`src/rtl/qpsk_tx_shaper.sv`:
```
// qpsk_tx_shaper
// QPSK symbol mapper followed by a 2x half-band pulse shaper, paced at the ADC sample
// rate by a fractional tick generator. Feeds I/Q stimulus into the timing-recovery chain.
// Build option: define PRBS_GEN_EN to source every symbol from an internal PRBS-9
// instead of the sym_valid/sym_ready handshake.
module qpsk_tx_shaper #(
    parameter logic [31:0] PHASE_INC = 32'd438086664,
    parameter int          AMP       = 8192,
    parameter int          DATA_W    = 16,
    parameter int          COEF_W    = 15
) (
    input  logic        clk,
    input  logic        reset,
    input  logic        sym_valid,
    output logic        sym_ready,
    input  logic [1:0]  sym_bits,
    output logic [15:0] I_dac,
    output logic [15:0] Q_dac,
    output logic        out_valid,
    output logic        sym_strobe,
    output logic        underrun
);

    localparam int PROD_W = 2 * DATA_W;
    localparam int ACC_W  = PROD_W + 2;
    localparam int SHIFT  = 14;

    // Half-band taps: centre tap for the on-symbol phase, near/far pairs for the midpoint.
    localparam logic signed [COEF_W:0] C_CENTER = (COEF_W + 1)'(16384);
    localparam logic signed [COEF_W:0] C_NEAR   = (COEF_W + 1)'(9216);
    localparam logic signed [COEF_W:0] C_FAR    = (COEF_W + 1)'(1024);

    localparam logic signed [DATA_W-1:0] AMP_POS = DATA_W'(AMP);
    localparam logic signed [DATA_W-1:0] AMP_NEG = -AMP_POS;

    localparam logic signed [ACC_W-1:0]  SAT_MAX = ACC_W'((2 ** (DATA_W - 1)) - 1);
    localparam logic signed [ACC_W-1:0]  SAT_MIN = -SAT_MAX - ACC_W'(1);
    localparam logic signed [DATA_W-1:0] DAC_MAX = DATA_W'((2 ** (DATA_W - 1)) - 1);
    localparam logic signed [DATA_W-1:0] DAC_MIN = -DAC_MAX - DATA_W'(1);

    // Bit 0 maps to the positive level, bit 1 to the negative level.
    function automatic logic signed [DATA_W-1:0] map_level(input logic bit_in);
        return bit_in ? AMP_NEG : AMP_POS;
    endfunction

    // Full-precision signed coefficient x sample product.
    function automatic logic signed [PROD_W-1:0] coef_mul(
        input logic signed [COEF_W:0]   coef,
        input logic signed [DATA_W-1:0] smp
    );
        return PROD_W'(coef) * PROD_W'(smp);
    endfunction

    // Centre pair adds, outer pair subtracts (negative half-band side lobes).
    function automatic logic signed [ACC_W-1:0] tap_sum(
        input logic signed [PROD_W-1:0] p_a,
        input logic signed [PROD_W-1:0] p_b,
        input logic signed [PROD_W-1:0] p_c,
        input logic signed [PROD_W-1:0] p_d
    );
        return ACC_W'(p_a) + ACC_W'(p_b) - ACC_W'(p_c) - ACC_W'(p_d);
    endfunction

    // Remove the Q14 coefficient scaling (truncating toward -inf) and clip to DAC range.
    function automatic logic signed [DATA_W-1:0] shift_sat(input logic signed [ACC_W-1:0] y);
        logic signed [ACC_W-1:0] q;
        q = y >>> SHIFT;
        if (q > SAT_MAX) begin
            return DAC_MAX;
        end else if (q < SAT_MIN) begin
            return DAC_MIN;
        end
        return q[DATA_W-1:0];
    endfunction

    logic [31:0] acc;
    logic [32:0] acc_sum;
    logic        tick;
    logic        phase;
    logic        sym_slot;
    logic        sym_take;
    logic [1:0]  new_bits;

    logic signed [DATA_W-1:0] dly [2][4];
    logic                     vld_p0;
    logic                     phase_p0;
    logic signed [PROD_W-1:0] prod_p1 [2][4];
    logic                     vld_p1;
    logic                     strobe_p1;
    logic signed [DATA_W-1:0] dac_p2 [2];

    assign acc_sum  = {1'b0, acc} + {1'b0, PHASE_INC};
    assign tick     = acc_sum[32];
    assign sym_slot = tick & ~phase;

`ifdef PRBS_GEN_EN
    logic [8:0] prbs;
    logic       prbs_b0;
    logic       prbs_b1;

    // Two successive PRBS-9 (x^9 + x^5 + 1) output bits: first feeds I, second feeds Q.
    assign prbs_b0 = prbs[8] ^ prbs[4];
    assign prbs_b1 = prbs[7] ^ prbs[3];

    // Advance the generator by two bits on every symbol slot.
    always_ff @(posedge clk) begin
        if (reset) begin
            prbs <= 9'h1FF;
        end else if (sym_slot) begin
            prbs <= {prbs[6:0], prbs_b0, prbs_b1};
        end
    end

    assign sym_ready = 1'b0;
    assign sym_take  = 1'b1;
    assign new_bits  = {prbs_b0, prbs_b1};
`else
    assign sym_ready = sym_slot & ~reset;
    assign sym_take  = sym_valid;
    assign new_bits  = sym_bits;
`endif

    // Fractional sample-rate accumulator; its carry-out is the sample tick.
    always_ff @(posedge clk) begin
        if (reset) begin
            acc <= '0;
        end else begin
            acc <= acc_sum[31:0];
        end
    end

    // Tick stage: phase toggle, delay-line shift on symbol slots, underrun flag.
    always_ff @(posedge clk) begin
        if (reset) begin
            phase    <= 1'b0;
            vld_p0   <= 1'b0;
            phase_p0 <= 1'b0;
            underrun <= 1'b0;
            for (int ch = 0; ch < 2; ch++) begin
                for (int k = 0; k < 4; k++) begin
                    dly[ch][k] <= '0;
                end
            end
        end else begin
            vld_p0   <= tick;
            phase_p0 <= phase;
            underrun <= sym_slot & ~sym_take;
            if (tick) begin
                phase <= ~phase;
            end
            if (sym_slot) begin
                for (int ch = 0; ch < 2; ch++) begin
                    dly[ch][3] <= dly[ch][2];
                    dly[ch][2] <= dly[ch][1];
                    dly[ch][1] <= dly[ch][0];
                end
                dly[0][0] <= sym_take ? map_level(new_bits[1]) : '0;
                dly[1][0] <= sym_take ? map_level(new_bits[0]) : '0;
            end
        end
    end

    // ---- p0 -> p1: tap products from the post-shift delay line ----
    // Multiply stage; products only change on a tick so they hold between samples.
    always_ff @(posedge clk) begin
        if (reset) begin
            vld_p1    <= 1'b0;
            strobe_p1 <= 1'b0;
            for (int ch = 0; ch < 2; ch++) begin
                for (int k = 0; k < 4; k++) begin
                    prod_p1[ch][k] <= '0;
                end
            end
        end else begin
            vld_p1    <= vld_p0;
            strobe_p1 <= vld_p0 & ~phase_p0;
            if (vld_p0) begin
                for (int ch = 0; ch < 2; ch++) begin
                    if (!phase_p0) begin
                        prod_p1[ch][0] <= coef_mul(C_CENTER, dly[ch][2]);
                        prod_p1[ch][1] <= '0;
                        prod_p1[ch][2] <= '0;
                        prod_p1[ch][3] <= '0;
                    end else begin
                        prod_p1[ch][0] <= coef_mul(C_NEAR, dly[ch][2]);
                        prod_p1[ch][1] <= coef_mul(C_NEAR, dly[ch][1]);
                        prod_p1[ch][2] <= coef_mul(C_FAR, dly[ch][3]);
                        prod_p1[ch][3] <= coef_mul(C_FAR, dly[ch][0]);
                    end
                end
            end
        end
    end

    // ---- p1 -> p2: sum, rescale, saturate ----
    // Output stage; DAC words are held until the next sample pulse.
    always_ff @(posedge clk) begin
        if (reset) begin
            out_valid  <= 1'b0;
            sym_strobe <= 1'b0;
            dac_p2[0]  <= '0;
            dac_p2[1]  <= '0;
        end else begin
            out_valid  <= vld_p1;
            sym_strobe <= vld_p1 & strobe_p1;
            if (vld_p1) begin
                for (int ch = 0; ch < 2; ch++) begin
                    dac_p2[ch] <= shift_sat(tap_sum(prod_p1[ch][0], prod_p1[ch][1],
                                                    prod_p1[ch][2], prod_p1[ch][3]));
                end
            end
        end
    end

    assign I_dac = dac_p2[0];
    assign Q_dac = dac_p2[1];

endmodule
```
`config.mk`:
```
export PLATFORM = sky130hd
export DESIGN_NAME = qpsk_tx_shaper
export DESIGN_NICKNAME = d
export VERILOG_FILES = /design/src/rtl/qpsk_tx_shaper.sv
export SDC_FILE = /design/constraint.sdc
export NUM_CORES = 1
export LEC_CHECK = 0
export ABC_AREA = 1
export CAP_MARGIN = 20
export CORE_MARGIN = 2
export CORE_UTILIZATION = 30
export CTS_CLUSTER_SIZE = 8
export DETAILED_ROUTE_END_ITERATION = 16
export PLACE_DENSITY = 0.46
export SLEW_MARGIN = 20
export SYNTH_ARGS = -nofsm -noshare
export SYNTH_HDL_FRONTEND = slang
export SYNTH_SLANG_ARGS = --single-unit
export TNS_END_PERCENT = 20
```
`constraint.sdc`:
```
create_clock -name clk -period 3.2 [get_ports clk]
set_input_delay 0.64 -clock clk [delete_from_list [all_inputs] [get_ports clk]]
set_output_delay 0.64 -clock clk [all_outputs]
set_load 0.02 [all_outputs]
```
; ---- After elaboration in Yosys (flattened, before gate mapping)
; Memory sizes are Yosys's and may differ from the RTL's.
; Index checks and enable logic that the tools add are counted.
[classes]
n_addsub = 7
mul = 4
div_mod_pow = 0
magnitude_cmp = 4
n_eq_ne = 0
shift = 0
mux = 64
bitwise_logic = 35
reduce_logical = 0
[ops]
columns = operator, count
row1 = 16-bit 2-to-1 mux, 24
row2 = 22-bit 2-to-1 mux, 16
row3 = 5-bit by 16-bit multiplier with 21-bit output (first input constant), 4
row4 = 33-bit by 32-bit subtractor with 34-bit output, 2
row5 = 34-bit by 32-bit subtractor with 34-bit output, 2
row6 = 32-bit by 32-bit adder with 33-bit output, 2
row7 = 20-bit by 16-bit greater-than comparator with 1-bit output (second input constant), 2
row8 = 20-bit by 16-bit < comparator with 1-bit output (second input constant), 2
row9 = 32-bit by 29-bit adder with 33-bit output (second input constant), 1
row10 = 1-bit bitwise OR, 26
row11 = 1-bit 2-to-1 mux, 24
row12 = 1-bit bitwise AND, 5
row13 = 1-bit inverter, 4
[word_totals]
register_bits = 40
latchBits = 0
ramBits = 336
rom_bits = 0
in_bits = 5
out_inout_bits = 36
word_cells = 126
mem_count = 3
[mem_list]
columns = memory, words, width, rd, rd_clocked_by_memory_dff, write_ports, line
row1 = prod_p1, 2, 88, 2, 0, 2, 87  ; logic signed [PROD_W-1:0] prod_p1 [2][4];
row2 = dly, 2, 64, 2, 0, 2, 84  ; logic signed [DATA_W-1:0] dly [2][4];
row3 = dac_p2, 2, 16, 2, 0, 2, 90  ; logic signed [DATA_W-1:0] dac_p2 [2];

; ---- Longest topological paths before layout
; Gate-level depths: netlist of run 1.
; An unclocked memory read counts as a cell.
[logic_depth]
word_depth = 13
ltp_mapped = 20

; ---- Worst setup path before layout of run 1
; Ideal clock, no wire load.
[synth_path]
path_type = register -> register
start = memory prod_p1[1][14] in the netlist's numbering
end = memory dac_p2[1][5], in the netlist dac_p2[0][21], data pin
setup_time_ns = 0.270
t_arrival_ns = 3.054
t_required_ns = 2.930
setup_slack_ns = -0.125
stages_incl_launch_ff = 17
n_path_buf = 1
synth_period_minus_slack_ns = 3.325
path_cell_list = edfxtp_1 > fa_1 > fa_1 > inv_1 > ha_1 > nand2_1 > nor2_1 > nand4_1 > nand3_1 > nand2_1 > nand2_1 > nand2_1 > nor2_1 > nand2_1 > nand2_2 > buf_4 > a21oi_1
[synth_lines]
columns = element, line
row1 = start: declaration, 87
row2 = end: declaration, 90

==> flow_summary_export.csv, run 1 <==
group,metric,value,unit
critical_path,critPathMaxFanout,8,
global_routing,grt_usage,13.0,%
critical_path,worstSetupPathDepth,16,
logic_synthesis,synth.top_cells.by_area,"sky130_fd_sc_hd__edfxtp_1, sky130_fd_sc_hd__ha_1, sky130_fd_sc_hd__dfxtp_1, sky130_fd_sc_hd__nand2_1, sky130_fd_sc_hd__fa_1",
logic_synthesis,synth_sequential_area_ratio,38.6,%
finish,area.growth.synth_to_final,30.6,%
floorplanning,start_util,30.5,%
global_routing,global_route.overflow_total,0,
power,ir_drop,0.300,mV
place,dp.final_hpwl,14200,um
logic_synthesis,synth.cells.most_frequent,"sky130_fd_sc_hd__nand2_1, sky130_fd_sc_hd__inv_1, sky130_fd_sc_hd__nor2_1, sky130_fd_sc_hd__a21oi_1, sky130_fd_sc_hd__edfxtp_1",
timing,worst-slew-pin-transition,0.539,ns
logic_synthesis,yosys.area.top_type,"sky130_fd_sc_hd__edfxtp_1",
critical_path,startpoint_type,"flip-flop",
logic_synthesis,post_synth_instance_area,0.00877,mm^2
logic_synthesis,avgSynthCellArea,8.39,um^2
place,portBuffers,40,
place,gp_congestion,0.793,
routing,detail_route.wirelength,19100,um
timing,max_slew_violation_count,0,
clocking,postCtsHoldBufs,0,
critical_path,critical-path-max-stage-delay,0.51,ns
logic_synthesis,asyncSetResetFlopFracSynth,0,%
logic_synthesis,synth_top_area_share,29.4,%
floorplanning,io-pin-count,41,
critical_path,cp_num_buf_inv,2,
routing,postRouteAntennaNets,0,
timing,final.setup_skew,0.0157,ns
logic_synthesis,netlist-cell-type-count,48,
routing,detailedRoute.firstIterationViolations,255,
logic_synthesis,synth-edff-count,86,
finish,final_layout_size_suffix_gt1_share,19.0,%
critical_path,ff2ff_path_depth,16,
power,sw_frac_of_total,35.7,%
critical_path,critical_path.most_common_cell,"sky130_fd_sc_hd__nand2_2",
power,powerDensity,512,mW/mm^2
finish,finish.net_count,1339,
global_routing,initial_antenna_violation_count,0,
critical_path,path_cells,"buf_4, fa_1, fa_1, inv_1, ha_2, nand2_2, nor2_2, nand4_1, nand3_1, nand2_1, nand2_2, nand2_2, nor2_4, nand2_4, nand2_8, a21oi_2",
critical_path,path_delay_family,"adder cells",
routing,route.vias.total,6753,
logic_synthesis,yosys_warnings,0,
floorplanning,number_of_placement_rows,62,
logic_synthesis,postSynthRegisterBits,126,
floorplanning,chipWidth,175,um
critical_path,crit_required,3.35,ns
run,max_cap_viol_count,0,
timing,fin_worst_hold_slack,0.429,ns
floorplanning,die_area,0.0306,mm^2
worst_hold_path,min_delay_path_depth,1,
routing,firstDrtPassIters,4,
power,p_seq_share,31.7,%
clocking,number_of_buffers_added_by_the_clock_tree_synthesis_step,17,
critical_path,end_kind,"flip-flop",
logic_synthesis,synth.most_common_cell,"sky130_fd_sc_hd__nand2_1",
finish,fillers,2918,
timing,max_freq,0.298,GHz
finish,antenna_cells_inserted,0,
power,power.combinational.fraction,35.7,%
finish,final_non_filler_cell_area,0.0115,mm^2
clocking,latest_clock_arrival_within_the_worst_skew_pair,0.43,ns
logic_synthesis,synth_cells,1045,
global_routing,first_pass_grt_wire_length,32200,um
finish,register_area,0.00338,mm^2
clocking,clk_path_buf_depth,2,
timing,finalCriticalPeriod,3.36,ns
clocking,cts.root.buffer_cell,"sky130_fd_sc_hd__clkbuf_16",
routing,remaining_drc_errors,0,
power,p_int,3.77,mW
power,power.switching,2.09,mW
power,clockPowerShare,32.6,%
global_routing,maximum_number_of_pins_on_one_net_before_global_route_repair,43,
floorplanning,vertical_die_dimension,175,um
timing,rsz0062_at_grt,"yes",
status,violations_in_the_final_reports,"setup timing",
timing,maxSlewHeadroom,64.0,%
clocking,tritoncts,"built",
power,power,5.86,mW
critical_path,critical-path-slowest-cell,"sky130_fd_sc_hd__fa_1",
clocking,worst_setup_hold_path_clk_slew,0.06,ns
logic_synthesis,dominantRegCellSynth,"sky130_fd_sc_hd__edfxtp_1",
finish,post-route-util,39.8,%
timing,setup_viol,30,
critical_path,critPathKind,"flip-flop to flip-flop",
worst_hold_path,min_path_type,"flip-flop to flip-flop",
timing,final_critical_path_setup_slack,-0.161,ns
routing,vias_per_cell,4.19,
status,run_status,"finished, violations left",
finish,multi_input_comb_area,0.00534,mm^2
clocking,clock_tree.htree_level_count,4,
timing,post-route-period-util,105,%
timing,fin_tns_setup,-3.42,ns
timing,final-hold-violation-count,0,
floorplanning,core_area,0.0288,mm^2
routing,wl_per_cell,11.8,um
place,detailed_place.area,0.0104,mm^2
critical_path,worst_ep_arrival_time,3.51,ns
power,power.leakage,5.16,nW
clocking,clock-sinks,126,
global_routing,number_of_global_route_vias_before_repair,6501,
==> cell usage in the layout, fill, tap and decap left out, types with 4 or more instances in the layout <==
| master | n |
|---|---|
| sky130_fd_sc_hd__inv_1 | 173 |
| sky130_fd_sc_hd__clkbuf_16 | 17 |
| sky130_fd_sc_hd__clkdlybuf4s50_1 | 39 |
| sky130_fd_sc_hd__o21a_1 | 4 |
| sky130_fd_sc_hd__fa_1 | 34 |
| sky130_fd_sc_hd__nand2_2 | 28 |
| sky130_fd_sc_hd__edfxtp_1 | 86 |
| sky130_fd_sc_hd__nor2_4 | 5 |
| sky130_fd_sc_hd__nand2_1 | 184 |
| sky130_fd_sc_hd__inv_2 | 13 |
| sky130_fd_sc_hd__dfxtp_1 | 40 |
| sky130_fd_sc_hd__a21oi_2 | 22 |
| sky130_fd_sc_hd__o21bai_1 | 5 |
| sky130_fd_sc_hd__buf_6 | 4 |
| sky130_fd_sc_hd__nand2_4 | 13 |
| sky130_fd_sc_hd__xor2_1 | 11 |
| sky130_fd_sc_hd__nor3_2 | 4 |
| sky130_fd_sc_hd__nor2_1 | 105 |
| sky130_fd_sc_hd__xnor2_1 | 8 |
| sky130_fd_sc_hd__nor2_2 | 13 |
| sky130_fd_sc_hd__ha_4 | 16 |
| sky130_fd_sc_hd__ha_1 | 66 |
| sky130_fd_sc_hd__conb_1 | 57 |
| sky130_fd_sc_hd__inv_6 | 7 |
| sky130_fd_sc_hd__a21oi_1 | 73 |
| sky130_fd_sc_hd__o21ai_0 | 30 |
| sky130_fd_sc_hd__nand3_1 | 35 |
| sky130_fd_sc_hd__nand3b_1 | 5 |
| sky130_fd_sc_hd__nor3_1 | 8 |
| sky130_fd_sc_hd__nand4_1 | 13 |
| sky130_fd_sc_hd__buf_4 | 62 |
| sky130_fd_sc_hd__clkinv_4 | 4 |
==> cell type report <==
class | instances | area share [%]
Clock inverter | 15 | 1.33
Tap cell | 384 | 4.20
Multi-Input combinational cell | 771 | 46.6
Timing Repair Buffer | 108 | 8.29
Inverter | 190 | 6.34
Clock buffer | 17 | 3.71
Sequential cell | 126 | 29.5
==> logic make-up after synthesis <==
logic type	share of synthesized area [%]
other	0.0856
buffers and inverters	9.46
XOR/XNOR	1.90
AO/OA/AOI/OAI	9.02
AND/OR/NAND/NOR	20.8
flip-flops	38.6
adder cells (fa/ha/maj)	20.2
==> path summary, 6_finish.rpt <==
| path | start | to | slack (ns) |
|---|---|---|---|
| setup / recovery | prod_p1[1][14] | dac_p2[0][24] | -0.16 |
| hold / removal | acc[3] | acc[3] | 0.43 |
| setup reg to reg | prod_p1[1][14] | dac_p2[0][24] | -0.16 |
| hold reg to reg | acc[3] | acc[3] | 0.43 |
==> power groups by stage <==
stage | logic, mW | registers (mW) | clock network, mW
after CTS | 1.84 | 1.86 | 1.97
final | 2.09 | 1.86 | 1.91
after global routing | 2.35 | 1.87 | 2.03
after floorplan | 1.17 | 1.90 | 0
after detailed placement | 1.70 | 1.89 | 0
after global placement | 1.71 | 1.89 | 0
==> metal layers <==
| metal | wire, um | vias up | global-route usage, % |
|---|---|---|---|
| met5 | 0 | - | 0 |
| met4 | 187 | 0 | 3.23 |
| met3 | 496 | 16 | 2.37 |
| met2 | 8820 | 76 | 21.3 |
| met1 | 9550 | 3047 | 17.6 |
| li1 | - | 3614 | - |
==> flip-flops by register name, indices dropped and copies added (netlist names) <==
signal,cells
prod_p1,42
dac_p2,32
acc,29
dly,15
out_valid,1
phase,1
phase_p0,1
strobe_p1,1
sym_strobe,1
underrun,1
vld_p0,1
vld_p1,1
==> repair_timing <==
item	CTS	global route
pin swaps	13	30
gates resized for setup	40	70
buffers inserted	2	3
setup endpoints to repair	33	32
gates cloned	2	2
==> through the flow <==
step / cells / setup WS (ns)
after floorplan: 1100 / 0.00134
after global placement: 1570 / -0.339
after detailed placement: 1570 / -0.343
after CTS: 1606 / -0.153
after global routing: 1611 / -0.334
final: 1611 / -0.161
(Power assumes the default switching activity.)
==> run 2: changes to the inputs <==
--- a/config.mk
+++ b/config.mk
@@ -9,9 +9,10 @@
 export CAP_MARGIN = 20
 export CORE_MARGIN = 2
 export CORE_UTILIZATION = 30
-export CTS_CLUSTER_SIZE = 8
+export CTS_CLUSTER_SIZE = 16
 export DETAILED_ROUTE_END_ITERATION = 16
 export PLACE_DENSITY = 0.46
+export SKIP_CTS_REPAIR_TIMING = 1
 export SLEW_MARGIN = 20
 export SYNTH_ARGS = -nofsm -noshare
 export SYNTH_HDL_FRONTEND = slang
==> run 2 against run 1 <==
Compared with the run above: the run still ends with setup timing left; via count is essentially flat; setup slack better by 0.0058 ns; first-iteration DRC count rose by 7.8%; critical endpoint unchanged.
==> flow_summary_export.csv, run 2 (synthesis results as in run 1) <==
group,metric,value,unit
status,run_status,"finished, violations left",
status,violations_in_the_final_reports,"setup timing",
finish,largest_reg_flops,42,
power,power,5.88,mW
global_routing,maximum_number_of_pins_on_one_net_before_global_route_repair,43,
timing,max_slew_violation_count,0,
timing,final_critical_path_setup_slack,-0.155,ns
timing,rsz0062_at_grt,"yes",
global_routing,global_route.overflow_total,0,
floorplanning,chipWidth,175,um
critical_path,end_kind,"flip-flop",
finish,multi_input_comb_area,0.00536,mm^2
finish,antenna_cells_inserted,0,
global_routing,grt_usage,12.6,%
clocking,tritoncts,"built",
place,gp_congestion,0.793,
worst_hold_path,hold_start,"acc[3]",
finish,final_layout_size_suffix_gt1_share,18.8,%
timing,setup_viol,32,
routing,remaining_drc_errors,0,
finish,final_common_cell,"sky130_fd_sc_hd__nand2_1",
timing,finalCriticalPeriod,3.36,ns
critical_path,timing.reg2reg.setup_slack,-0.16,ns
run,max_cap_viol_count,0,
critical_path,ff2ff_path_depth,16,
floorplanning,die_area,0.0306,mm^2
global_routing,initial_antenna_violation_count,0,
clocking,number_of_buffers_added_by_the_clock_tree_synthesis_step,17,
critical_path,startpoint_type,"flip-flop",
timing,maxSlewHeadroom,64.0,%
clocking,latest_clock_arrival_within_the_worst_skew_pair,0.43,ns
critical_path,worst_ep_arrival_time,3.50,ns
finish,fillers,2910,
floorplanning,start_util,30.5,%
clocking,clock_tree.htree_level_count,4,
routing,postRouteAntennaNets,0,
routing,wl_per_cell,11.7,um
floorplanning,core_area,0.0288,mm^2
finish,stdcell_count,1610,
critical_path,worst_r2r_endpoint,"dac_p2[0][24]",
clocking,clk_path_buf_depth,2,
power,ir_drop,0.300,mV
finish,layout_common_cells,"sky130_fd_sc_hd__nand2_1, sky130_fd_sc_hd__inv_1, sky130_fd_sc_hd__nor2_1",
place,dp.final_hpwl,14200,um
routing,vias_per_cell,4.19,
timing,fin_worst_hold_slack,0.429,ns
critical_path,critPathKind,"flip-flop to flip-flop",
global_routing,number_of_global_route_vias_before_repair,6404,
clocking,clock-sinks,126,
timing,post-route-period-util,105,%
critical_path,critPathMaxFanout,8,
critical_path,worst_r2r_startpoint,"prod_p1[1][14]",
clocking,cts.root.buffer_cell,"sky130_fd_sc_hd__clkbuf_16",
worst_hold_path,min_path_type,"flip-flop to flip-flop",
global_routing,first_pass_grt_wire_length,31500,um
routing,detail_route.wirelength,18900,um
power,powerDensity,513,mW/mm^2
critical_path,crit_required,3.35,ns
worst_hold_path,min_delay_path_depth,1,
clocking,worst_setup_hold_path_clk_slew,0.06,ns
routing,detailedRoute.firstIterationViolations,275,
timing,worst-slew-pin-transition,0.538,ns
finish,finish.net_count,1338,
finish,area.growth.synth_to_final,30.7,%
floorplanning,vertical_die_dimension,175,um
timing,final-hold-violation-count,0,
finish,register_area,0.00338,mm^2
routing,firstDrtPassIters,4,
floorplanning,io-pin-count,41,
timing,final.setup_skew,0.0157,ns
power,power.leakage,5.19,nW
finish,registers.top_by_ff_count,"prod_p1",
timing,max_freq,0.298,GHz
place,dp_cells,1570,
worst_hold_path,terminating_pin_of_the_worst_hold_path,"acc[3]",
routing,route.vias.total,6750,
floorplanning,number_of_placement_rows,62,
place,portBuffers,40,
timing,fin_tns_setup,-3.89,ns
finish,largest_registers,"prod_p1 x42, dac_p2 x32, acc x29",
## run 2: layout make-up
class | instances | share of cell area, %
clock buffers | 17 | 3.71
clock inverters | 15 | 1.33
inverters | 190 | 6.31
multi-input cells | 771 | 46.7
flip-flops and latches | 126 | 29.5
well taps | 384 | 4.19
repair buffers | 107 | 8.22
## run 2: worst max-delay path by stage
stage	start	end	cells after the start
after floorplan	prod_p1[0][14]	dac_p2[0][10]	16
after global placement	prod_p1[0][14]	dac_p2[0][7]	16
after detailed placement	prod_p1[0][14]	dac_p2[0][4]	17
after CTS	prod_p1[0][14]	dac_p2[0][4]	17
after global routing	prod_p1[1][36]	dac_p2[0][21]	18
final	prod_p1[1][14]	dac_p2[0][24]	16
## run 2: layer usage
| metal | vias to the layer above | share of wire, % | track usage [%] |
|---|---|---|---|
| li1 | 3609 | - | - |
| met1 | 3037 | 50 | 17.3 |
| met2 | 84 | 46 | 20.5 |
| met3 | 20 | 2.8 | 2.39 |
| met4 | 0 | 1.3 | 3.44 |
| met5 | - | 0 | 0 |
## run 2: metrics by stage
step	cell area (um^2)	worst slack, ns	util, %
floorplan	9140	0.00134	-
global placement	10400	-0.339	36.1
detailed placement	10400	-0.343	36.1
CTS	11000	-0.355	38.2
global route	11500	-0.331	39.8
finish	11500	-0.155	39.8
## run 2: power breakdown
| group | switching (mW) | total, mW | internal, mW |
|---|---|---|---|
| combinational | 1.24 | 2.10 | 0.867 |
| sequential | 0.0513 | 1.86 | 1.81 |
| clock | 0.816 | 1.91 | 1.10 |
| total | 2.10 | 5.88 | 3.77 |
## run 2: worst max-delay path: stages, from the launching register on
cell and delay [ns]:
sky130_fd_sc_hd__edfxtp_1 0.37, sky130_fd_sc_hd__buf_4 0.19, sky130_fd_sc_hd__fa_1 0.50, sky130_fd_sc_hd__fa_1 0.51, sky130_fd_sc_hd__inv_1 0.04, sky130_fd_sc_hd__ha_2 0.37, sky130_fd_sc_hd__nand2_2 0.09, sky130_fd_sc_hd__nor2_2 0.13
sky130_fd_sc_hd__nand4_1 0.13, sky130_fd_sc_hd__nand3_1 0.11, sky130_fd_sc_hd__nand2_1 0.06, sky130_fd_sc_hd__nand2_2 0.09, sky130_fd_sc_hd__nand2_2 0.07, sky130_fd_sc_hd__nor2_4 0.12, sky130_fd_sc_hd__nand2_4 0.10, sky130_fd_sc_hd__nand2_8 0.13
sky130_fd_sc_hd__a21oi_2 0.06
